**src/rtl/repack_pkg.sv**
```systemverilog
// Shared types and constants for the 27-to-32 bit width converter.
// The typed count constants keep comparisons against the 7-bit fill count width-exact.
package repack_pkg;

  typedef bit [2:4][1:3][2:4] wm_word_t;
  typedef logic [1:4][4:1][3:2] nl_word_t;

  localparam int IN_W      = 27;
  localparam int OUT_W     = 32;
  localparam int ACC_W     = 64;
  localparam int ACC_CNT_W = 7;

  localparam logic [ACC_CNT_W-1:0] CNT_IN_W      = 7'd27;
  localparam logic [ACC_CNT_W-1:0] CNT_OUT_W     = 7'd32;
  // Highest fill that still leaves room for a whole input word.
  localparam logic [ACC_CNT_W-1:0] CNT_READY_MAX = 7'd37;

  typedef enum logic {FILL, DRAIN} rp_state_e;

  // Bits removed from the accumulator when an output word is taken.
  function automatic logic [ACC_CNT_W-1:0] take_bits(input logic [ACC_CNT_W-1:0] c);
    return (c >= CNT_OUT_W) ? CNT_OUT_W : c;
  endfunction

endpackage

```
**src/rtl/bit_accum.sv**
```systemverilog
// LSB-first bit accumulator: drops 32 bits on shift, appends 27 bits above the
// post-shift fill level on load. Bits at and above the fill level are kept at zero.
module bit_accum
  import repack_pkg::*;
(
  input  logic                 clk,
  input  logic                 rst,
  input  logic                 load,
  input  logic                 shift,
  input  logic [IN_W-1:0]      in_data,
  output logic [OUT_W-1:0]     acc_lo,
  output logic [ACC_CNT_W-1:0] cnt,
  output logic [ACC_CNT_W-1:0] cnt_next
);

  logic [ACC_W-1:0]     acc_q, acc_d, acc_sh;
  logic [ACC_CNT_W-1:0] cnt_q, cnt_d, cnt_sh;

  always_comb begin
    acc_sh = acc_q;
    cnt_sh = cnt_q;
    if (shift) begin
      acc_sh = acc_q >> OUT_W;
      cnt_sh = cnt_q - take_bits(cnt_q);
    end
    acc_d = acc_sh;
    cnt_d = cnt_sh;
    // The load lands on the post-shift level so a simultaneous take leaves no gap.
    if (load) begin
      acc_d = acc_sh | (ACC_W'(in_data) << cnt_sh);
      cnt_d = cnt_sh + CNT_IN_W;
    end
  end

  always_ff @(posedge clk) begin
    if (rst) begin
      acc_q <= '0;
      cnt_q <= '0;
    end else begin
      acc_q <= acc_d;
      cnt_q <= cnt_d;
    end
  end

  assign acc_lo   = acc_q[OUT_W-1:0];
  assign cnt      = cnt_q;
  assign cnt_next = cnt_d;

endmodule

```
**src/rtl/wm_repack_27to32.sv**
```systemverilog
// Re-packs 27-bit wm words into gapless 32-bit words with flush-to-last draining.
// Handshake FSM and word counters live here; bit storage is in bit_accum.
module wm_repack_27to32
  import repack_pkg::*;
#(
  parameter int unsigned CNT_W = 16
) (
  input  logic             clk,
  input  logic             rst,
  input  wm_word_t         in_data,
  input  logic             in_valid,
  output logic             in_ready,
  input  logic             flush,
  output nl_word_t         out_data,
  output logic             out_valid,
  output logic             out_last,
  input  logic             out_ready,
  output logic             busy,
  output logic [CNT_W-1:0] words_in,
  output logic [CNT_W-1:0] words_out
);

  rp_state_e            state_q, state_d;
  logic [ACC_CNT_W-1:0] cnt, cnt_next;
  logic [OUT_W-1:0]     acc_lo;
  logic                 in_fire, out_fire;
  logic [CNT_W-1:0]     words_in_q, words_out_q;

  assign in_fire  = in_valid & in_ready;
  assign out_fire = out_valid & out_ready;

  bit_accum u_accum (
    .clk      (clk),
    .rst      (rst),
    .load     (in_fire),
    .shift    (out_fire),
    .in_data  (in_data),
    .acc_lo   (acc_lo),
    .cnt      (cnt),
    .cnt_next (cnt_next)
  );

  always_ff @(posedge clk) begin
    if (rst) begin
      state_q <= FILL;
    end else begin
      state_q <= state_d;
    end
  end

  always_comb begin
    state_d = state_q;
    unique case (state_q)
      FILL:  if (flush) state_d = DRAIN;
      // Also leaves after one cycle when a flush found the accumulator empty.
      DRAIN: if (cnt_next == '0) state_d = FILL;
    endcase
  end

  always_comb begin
    in_ready  = 1'b0;
    out_valid = 1'b0;
    out_last  = 1'b0;
    busy      = 1'b0;
    out_data  = '0;
    if (!rst) begin
      in_ready  = (state_q == FILL) && (cnt <= CNT_READY_MAX);
      out_valid = (cnt >= CNT_OUT_W) || ((state_q == DRAIN) && (cnt != '0));
      out_last  = (state_q == DRAIN) && (cnt <= CNT_OUT_W) && out_valid;
      busy      = (state_q == DRAIN);
      out_data  = acc_lo;
    end
  end

  always_ff @(posedge clk) begin
    if (rst) begin
      words_in_q  <= '0;
      words_out_q <= '0;
    end else begin
      if (in_fire)  words_in_q  <= words_in_q + CNT_W'(1);
      if (out_fire) words_out_q <= words_out_q + CNT_W'(1);
    end
  end

  assign words_in  = words_in_q;
  assign words_out = words_out_q;

endmodule

```
**config.mk**
```make
export PLATFORM = sky130hd
export DESIGN_NAME = wm_repack_27to32
export DESIGN_NICKNAME = d
export VERILOG_FILES = /design/src/rtl/repack_pkg.sv /design/src/rtl/bit_accum.sv /design/src/rtl/wm_repack_27to32.sv
export SDC_FILE = /design/constraint.sdc
export NUM_CORES = 1
export LEC_CHECK = 0
export CORE_MARGIN = 5
export CORE_UTILIZATION = 62
export CTS_BUF_LIST = sky130_fd_sc_hd__clkbuf_8
export DETAILED_ROUTE_END_ITERATION = 16
export PLACE_DENSITY = 0.89
export SYNTH_ARGS = -nofsm -noshare
export SYNTH_HDL_FRONTEND = slang
export SYNTH_SLANG_ARGS = --single-unit
```
**constraint.sdc**
```tcl
create_clock -name clk -period 6.1 [get_ports clk]
set_input_delay 1.22 -clock clk [delete_from_list [all_inputs] [get_ports clk]]
set_output_delay 1.22 -clock clk [all_outputs]
set_load 0.02 [all_outputs]
```
==> results of run 1 <==
[cells in the final DEF, fill, tap and decap left out, types with 10 or more instances in the layout]
| cell | count |
|---|---|
| a31oi_1 | 35 |
| o21ai_1 | 14 |
| o22ai_1 | 10 |
| xor2_1 | 21 |
| a21oi_1 | 53 |
| clkdlybuf4s50_1 | 98 |
| a211oi_1 | 22 |
| mux2i_1 | 66 |
| nand2_1 | 147 |
| a221oi_1 | 24 |
| o21ai_0 | 19 |
| nor2b_1 | 38 |
| mux2_2 | 12 |
| dfxtp_1 | 104 |
| nand3_1 | 24 |
| xnor2_1 | 12 |
| nor2_1 | 84 |
| nor3_1 | 22 |
| buf_4 | 21 |
[path summary, 6_finish.rpt]
| path | start | slack, ps | cells past startpoint | end |
|---|---|---|---|---|
| hold / removal | u_accum.acc_q[54] | 450 | 2 | u_accum.acc_q[54] |
| setup reg to reg | u_accum.cnt[5] | 1860 | 11 | u_accum.acc_q[29] |
| hold reg to reg | u_accum.acc_q[54] | 450 | 2 | u_accum.acc_q[54] |
| setup / recovery | rst | 1540 | 5 | out_data[28] |
[per-layer routing]
metal / global-route usage (%) / wire [um] / vias up
li1: - / - / 3499
met1: 39.4 / 8710 / 3497
met2: 48.6 / 10100 / 471
met3: 7.51 / 2310 / 108
met4: 15.7 / 1060 / 0
met5: 0 / 0 / -
[power groups by stage]
stage               combinational (mW)  clock [mW]  sequential, mW
floorplan                        0.837           0           0.784
global placement                  1.11           0           0.809
detailed placement                1.11           0           0.810
CTS                               1.12       0.447           0.794
global route                      1.24       0.472           0.805
finish                            1.16       0.445           0.796
[critical path, cell delays in order]
cell and delay [ps]:
buf_4 240, buf_4 520, buf_4 590, nor2b_1 130, clkdlybuf4s50_1 580
[cell type report]
class | instances | area share (%)
Sequential cell | 104 | 25.0
Multi-Input combinational cell | 743 | 56.4
Inverter | 6 | 0.316
Timing Repair Buffer | 119 | 13.7
Clock buffer | 9 | 1.49
Clock inverter | 7 | 0.858
Tap cell | 143 | 2.15
[flip-flops by register name (all words and copies together), names as in the netlist]
| name | cells |
|---|---|
| state_q | 1 |
| u_accum.acc_q | 64 |
| words_in | 16 |
| words_out | 16 |
| u_accum.cnt | 7 |
[through the flow]
stage | power (mW) | setup WS [ps] | std cells | hold slack (ps)
6_report | 2.40 | 1540 | 1131 | 450
5_1_grt | 2.51 | 1420 | 1131 | 474
4_1_cts | 2.36 | 1590 | 1131 | 447
3_5_place_dp | 1.92 | 1460 | 1115 | 432
3_3_place_gp | 1.92 | 1450 | 1115 | 428
2_1_floorplan | 1.62 | 2490 | 925 | 415
[cells by family after synthesis]
family / Yosys count / synth area share (%)
adder cells (fa/ha/maj): 4 / 0.701
other: 1 / 0.0525
AO/OA/AOI/OAI: 248 / 24.2
AND/OR/NAND/NOR: 377 / 25.1
buffers and inverters: 78 / 5.26
flip-flops: 104 / 29.2
XOR/XNOR: 33 / 4.05
multiplexers: 80 / 11.5
==> results.yml, run 1 <==
sta:
  finalHoldViolCount: 0
  finalCriticalPeriod_ps: 4560
  worst_slew_pin_slew_ps: 878
  rsz0062_at_grt: "no"
  max_freq_ghz: 0.220
  setup-tns-final_ps: 0
  setup_viol: 0
  finalCritPeriodShare_pct: 74.7
  skew_ps: 14.1
  slew_headroom_pct: 41.5
  drv_slew: 0
placed_design:
  dp_hpwl_mm: 15.6
  io_buffers: 99
  gp_congestion: 1.00
  placed_area_um2: 8120
cts:
  cts_resized: 0
  cts_tree: "built"
  root_buffer: "clkbuf_8"
  clkTransAtPathRegs_ps: 100
  clock-sinks: 104
  numCtsBuffers: 9
  post_cts_buffers: 0
  cts_hold_buf: 0
  clock_path_buffers: 2
  h-tree-depth: 3
  clock_latency_ps: 400
setup_path:
  cp.arrival_ps: 3340
  worstSetupPathType: "in -> out"
  endpoint_kind: "output port"
  worst_setup_path_start_kind: "input pin"
  crit_required_ps: 4880
  path_max_fanout: 56
drt:
  firstDrtPassIters: 6
  drtAntennaViolNets: 0
  drt-total-wl_mm: 22.2
  avgRoutedWirePerCell_um: 19.6
  drt_iter0_drc: 1045
  num_vias: 7575
  drc: 0
  viasPerCell: 6.70
global_route:
  first_global_vias: 6976
  antenna_found_initial: 0
  grt.total_usage_pct: 31.0
  gr-total-overflow: 0
  grt_start_max_net_pins: 69
  grt_pass1_wl_mm: 35.9
logic_synthesis:
  ys_ff_latch: 104
  synth_area_um2: 7140
  syn_area_per_cell_um2: 7.72
  ys_warn_count: 0
  synthCells: 925
  synth_flop_cell: "dfxtp_1"
  synth.top_cells.by_count: "nand2_1 (147), dfxtp_1 (104), nor2_1 (84), mux2i_1 (66), a21oi_1 (53)"
  netlist.area_leader.share_pct: 29.2
  synth_area_leaders: "dfxtp_1 (29%), mux2i_1 (9.3%), nand2_1 (7.7%)"
  synth_enable_flop_cells: 0
  syn_nets: 961
  yosysMostFrequentCell: "nand2_1"
  yosysSeqAreaShare_pct: 29.2
  ys_async_sr_fraction_pct: 0
  synth_top_cell_by_area: "dfxtp_1"
  synth_cell_types: 85
layout:
  multi_input_comb_area_um2: 4690
  drive_gt1_share_pct: 7.79
  diodes: 0
  num-fill-cells: 892
  seq_area_um2: 2080
  syn_to_final_growth_pct: 16.5
  nNetsFinal: 1019
  finalInstanceArea_um2: 8310
  final_util_pct: 73.1
power_and_ir_drop:
  p_switching_mw: 1.04
  swShare_pct: 43.4
  combPwrFrac_pct: 48.3
  clkPwrFrac_pct: 18.6
  p_int_mw: 1.36
  peakVddDrop_uv: 221
  powerDensity_nw_per_um2: 288
  pwr-share-seq_pct: 33.2
  leakage_nw: 3.10
die:
  num_io_pins: 100
  start_util_pct: 62.8
  dieHeight_um: 117
  design.core.area_um2: 11400
  row_count: 39
  dieArea_um2: 13800
  dieWidth_um: 117
outcome:
  status: "finished, final reports clean"
job:
  max_cap_violations: 0
worst_hold_path:
  hp-class: "reg -> reg"
Power figures use the tool's default switching activity.
==> run 2, diff against run 1 <==
Settings changed: CORE_UTILIZATION 62 to 57, PLACE_DENSITY 0.89 to 0.83.
Clock period 6.1 ns to 4.5 ns, I/O delays scaled along.
==> run 2 against run 1 <==
Register-to-register slack lost 1000 ps. Worst hold slack lost 4.7 ps. Clock skew shrank 6.7 ps. Highest routed layer unchanged. Critical endpoint is now u_accum.acc_q[38]. Largest power group unchanged.
==> results.yml, run 2 (synthesis gave the netlist of run 1 again) <==
outcome:
  status: "finished, final reports clean"
global_route:
  gr-total-overflow: 0
  grt.total_usage_pct: 29.0
  grt_start_max_net_pins: 128
  first_global_vias: 6862
  antenna_found_initial: 0
  grt_pass1_wl_mm: 35.0
setup_path:
  crit_chain: "clkdlybuf4s50_1, nor3b_2, nor4b_1, a31oi_4, nand2_2, buf_4, mux2_2, a221oi_1, nor3_1"
  crit_buf_inv: 2
  crit_slowest_cell: "nor4b_1"
  cp.arrival_ps: 3900
  r2r_slack_ps: 840
  crit_required_ps: 4740
  path_max_fanout: 21
  cpPeakStageDelay_ps: 560
  endpoint_kind: "flip-flop"
  worstSetupPathType: "in -> reg"
  worst_setup_path_start_kind: "input pin"
  cp_top_family: "simple AND/OR/NAND/NOR gates"
die:
  start_util_pct: 58.7
  num_io_pins: 100
  row_count: 40
  dieArea_um2: 14900
  design.core.area_um2: 12200
  dieHeight_um: 122
  dieWidth_um: 122
sta:
  drv_slew: 0
  setup_viol: 0
  slew_headroom_pct: 27.4
  worst_slew_pin_slew_ps: 1080
  finalCritPeriodShare_pct: 81.4
  holdWs_ps: 445
  finalHoldViolCount: 0
  finalCriticalPeriod_ps: 3660
  max_freq_ghz: 0.273
  setup-tns-final_ps: 0
  rsz0062_at_grt: "no"
  skew_ps: 7.43
cts:
  cts_hold_buf: 0
  clock_latency_ps: 380
  cts_resized: 0
  clkTransAtPathRegs_ps: 100
  post_cts_buffers: 0
  cts_tree: "built"
  root_buffer: "clkbuf_8"
  h-tree-depth: 3
  clock-sinks: 104
  clock_path_buffers: 2
  numCtsBuffers: 9
worst_hold_path:
  hp-class: "reg -> reg"
drt:
  drc: 0
  drt-total-wl_mm: 22.1
  drt_iter0_drc: 930
  drtAntennaViolNets: 0
  avgRoutedWirePerCell_um: 19.0
  viasPerCell: 6.40
  firstDrtPassIters: 7
  num_vias: 7460
placed_design:
  gp_congestion: 0.976
  placed_area_um2: 8240
  io_buffers: 99
  dp_hpwl_mm: 15.7
layout:
  final_common_cell: "nand2_1"
  layout_common_cells: "nand2_1 (147), dfxtp_1 (104), clkdlybuf4s50_1 (98)"
  largest_register_ffs: 64
  top_register: "u_accum.acc_q"
  final_util_pct: 69.5
  diodes: 0
  drive_gt1_share_pct: 8.73
  nNetsFinal: 1028
  syn_to_final_growth_pct: 18.4
  finalInstanceArea_um2: 8450
job:
  max_cap_violations: 0
power_and_ir_drop:
  power.total_mw: 3.31
  peakVddDrop_uv: 229
  powerDensity_nw_per_um2: 391
  leakage_nw: 3.16
run 2: cell count changes in the layout (fill, tap and decap cells not counted), sizes merged:
cell	previous run	this run
buf	21	30
clkbuf	9	10
inv	8	7
run 2: metal layers:
layer	part of all wire, %	global-route usage, %	vias to the layer above
met4	4.4	11.1	0
met5	0	0	-
met1	41	37.3	3444
met2	45	46.8	391
met3	9.5	7.57	105
li1	-	-	3520
run 2: report_power, final:
group	internal (mW)	switching [mW]	leakage (nW)	total, mW
Sequential	1.00	0.0761	0.842	1.08
Combinational	0.597	1.01	2.21	1.60
Clock	0.280	0.344	0.105	0.625
Total	1.88	1.43	3.16	3.31
run 2: through the flow:
step                setup slack (ps)  std cells
finish                           838       1165
global route                     585       1165
detailed placement               455       1149
CTS                              876       1165
global placement                 515       1149
floorplan                       1380        925
run 2: path summary, 6_finish.rpt:
check | from | end | cells past startpoint
min | u_accum.acc_q[45] | u_accum.acc_q[45] | 2
min reg2reg | u_accum.acc_q[45] | u_accum.acc_q[45] | 2
max reg2reg | u_accum.cnt[5] | u_accum.acc_q[38] | 11
max | out_ready | u_accum.acc_q[38] | 9
run 2: layout make-up:
type                            count  area (um2)
Tap cell                          168         210
Inverter                            6        26.3
Fill cell                        1059        3710
Sequential cell                   104        2080
Multi-Input combinational cell    743        4690
Clock inverter                      6        75.1
Clock buffer                       10         138
Timing Repair Buffer              128        1230
run 2: worst min-delay path: cells and delay by family (launching register included):
kind,cells,cell delay [ps]
AND/OR/NAND/NOR,2,90
flip-flops,1,320
==> run 3, diff against run 2 <==
Settings changed: CORE_UTILIZATION 57 to 52, PLACE_DENSITY 0.83 to 0.8.
Clock period 4.5 ns to 3.1 ns, I/O delays scaled along.
==> run 3 against run 2 <==
Power is 62% higher. Clock power rose by 49%. Critical path type unchanged. Count of clock-buffer cells in the layout decreased by 1. Via count up 6.8%. Cell count grew 12%. Non-clock buffer count rose by 128. Combinational power rose by 79%. Die area is 8.8% higher. Wire length up 9.2%. First-iteration DRC count is 0.32% higher. Setup slack got worse by 690 ps.
==> results.yml, run 3 (synthesis gave the netlist of run 1 again) <==
outcome:
  status: "finished, final reports clean"
layout:
  diodes: 0
  finalInstanceArea_um2: 9500
  layout_common_cells: "buf_4 (152), nand2_1 (147), dfxtp_1 (104)"
  top_register: "u_accum.acc_q"
  final_common_cell: "buf_4"
  largest_register_ffs: 64
  syn_to_final_growth_pct: 33.1
  nNetsFinal: 1156
  final_cells: 1300
  num-fill-cells: 1081
  drive_gt1_share_pct: 19.2
cts:
  clock_path_buffers: 2
  numCtsBuffers: 9
  clock-sinks: 104
  h-tree-depth: 3
  clock_latency_ps: 390
  post_cts_buffers: 0
  cts_tree: "built"
  clkTransAtPathRegs_ps: 100
  cts_hold_buf: 0
  root_buffer: "clkbuf_8"
  cts_resized: 0
die:
  dieHeight_um: 127
  num_io_pins: 100
  dieWidth_um: 127
  design.core.area_um2: 13300
  row_count: 42
  dieArea_um2: 16200
  start_util_pct: 53.5
drt:
  drtAntennaViolNets: 0
  firstDrtPassIters: 6
  viasPerCell: 6.13
  drt_iter0_drc: 933
  drt-total-wl_mm: 24.2
  drc: 0
  num_vias: 7967
  avgRoutedWirePerCell_um: 18.6
power_and_ir_drop:
  peakVddDrop_uv: 624
  leakage_nw: 3.83
  powerDensity_nw_per_um2: 564
setup_path:
  crit_chain: "clkdlybuf4s50_1, nand3b_1, nor2_2, nor2_4, inv_4, buf_12, mux2i_1, a21oi_1, mux2i_1, mux2i_1, a221o_1"
  cpMostUsedCell: "mux2i_1"
  cp.arrival_ps: 3230
  r2r_cells: 10
  crit_slowest_cell: "clkdlybuf4s50_1"
  path_max_fanout: 8
  crit_required_ps: 3380
  crit_buf_inv: 3
  critical_path_depth: 11
  cp-startpoint: "out_ready"
  worstSetupPathType: "in -> reg"
  cpPeakStageDelay_ps: 580
  r2r_slack_ps: 190
  endpoint_kind: "flip-flop"
  cp-endpoint: "u_accum.acc_q[30]"
  worst_setup_path_start_kind: "input pin"
  reg2reg_from: "u_accum.cnt[3]"
  r2r-end: "words_in[15]"
  cp_top_family: "multiplexers"
sta:
  slew_headroom_pct: 40.5
  finalCriticalPeriod_ps: 2950
  finalWorstSetupSlack_ps: 151
  skew_ps: 11.8
  finalCritPeriodShare_pct: 95.1
  drv_slew: 0
  finalHoldViolCount: 0
  max_freq_ghz: 0.339
  setup-tns-final_ps: 0
  rsz0062_at_grt: "no"
  setup_viol: 0
  worst_slew_pin_slew_ps: 889
worst_hold_path:
  whs_path_depth: 2
  hp-class: "reg -> reg"
global_route:
  gr-total-overflow: 0
  antenna_found_initial: 0
  first_global_vias: 7597
  grt_pass1_wl_mm: 38.8
  grt_start_max_net_pins: 127
  grt.total_usage_pct: 29.4
placed_design:
  placed_area_um2: 9260
  gp_congestion: 1.02
  place_inst: 1285
  io_buffers: 99
  dp_hpwl_mm: 18.4
  pre_cts_ws_ps: -197
job:
  max_cap_violations: 0
## run 3: cell types whose count changed in the layout (fill, tap and decap cells not counted), sizes merged
cell | before | now
bufinv | 1 | 2
inv | 7 | 8
clkbuf | 10 | 9
buf | 30 | 158
dlymetal6s2s | 0 | 2
clkdlybuf4s50 | 98 | 96
clkinv | 3 | 1
## run 3: power breakdown
part	leakage, nW	total [mW]	switching (mW)	internal [mW]
sequential	0.842	1.55	0.0942	1.46
combinational	2.88	2.87	1.59	1.28
clock	0.110	0.934	0.483	0.451
## run 3: cell type report
type | count | area, um2 | area share [%]
Tap cell | 176 | 220 | 2.32
Sequential cell | 104 | 2080 | 21.9
Clock buffer | 9 | 124 | 1.30
Timing Repair Buffer | 256 | 2250 | 23.7
Multi-Input combinational cell | 743 | 4710 | 49.6
Clock inverter | 6 | 86.3 | 0.909
Inverter | 6 | 26.3 | 0.277
## run 3: tightest hold or removal path: stages, from the launching register on
cell	delay, ps
dfxtp_1	320
nand2_1	50
nand2_1	40
## run 3: metrics by stage
step	total power, mW	util, %	hold WS [ps]
2_1_floorplan	3.19	-	415
3_3_place_gp	4.35	69.4	427
3_5_place_dp	4.37	69.4	439
4_1_cts	5.30	71.0	452
5_1_grt	5.62	71.2	465
6_report	5.35	71.2	453
## run 3: worst min path at each step
stage / slack, ps / start / to
after detailed placement: 440 / u_accum.acc_q[44] / u_accum.acc_q[44]
final: 450 / u_accum.acc_q[44] / u_accum.acc_q[44]
after global routing: 470 / u_accum.acc_q[45] / u_accum.acc_q[45]
after floorplan: 420 / u_accum.acc_q[44] / u_accum.acc_q[44]
after CTS: 450 / u_accum.acc_q[44] / u_accum.acc_q[44]
after global placement: 430 / u_accum.acc_q[44] / u_accum.acc_q[44]
## run 3: routing by layer
metal	vias up	share of wire, %	GRT usage, %
li1	3772	-	-
met1	3646	41	37.5
met2	465	47	48.5
met3	84	9.3	7.72
met4	0	3.1	9.46
met5	-	0	0
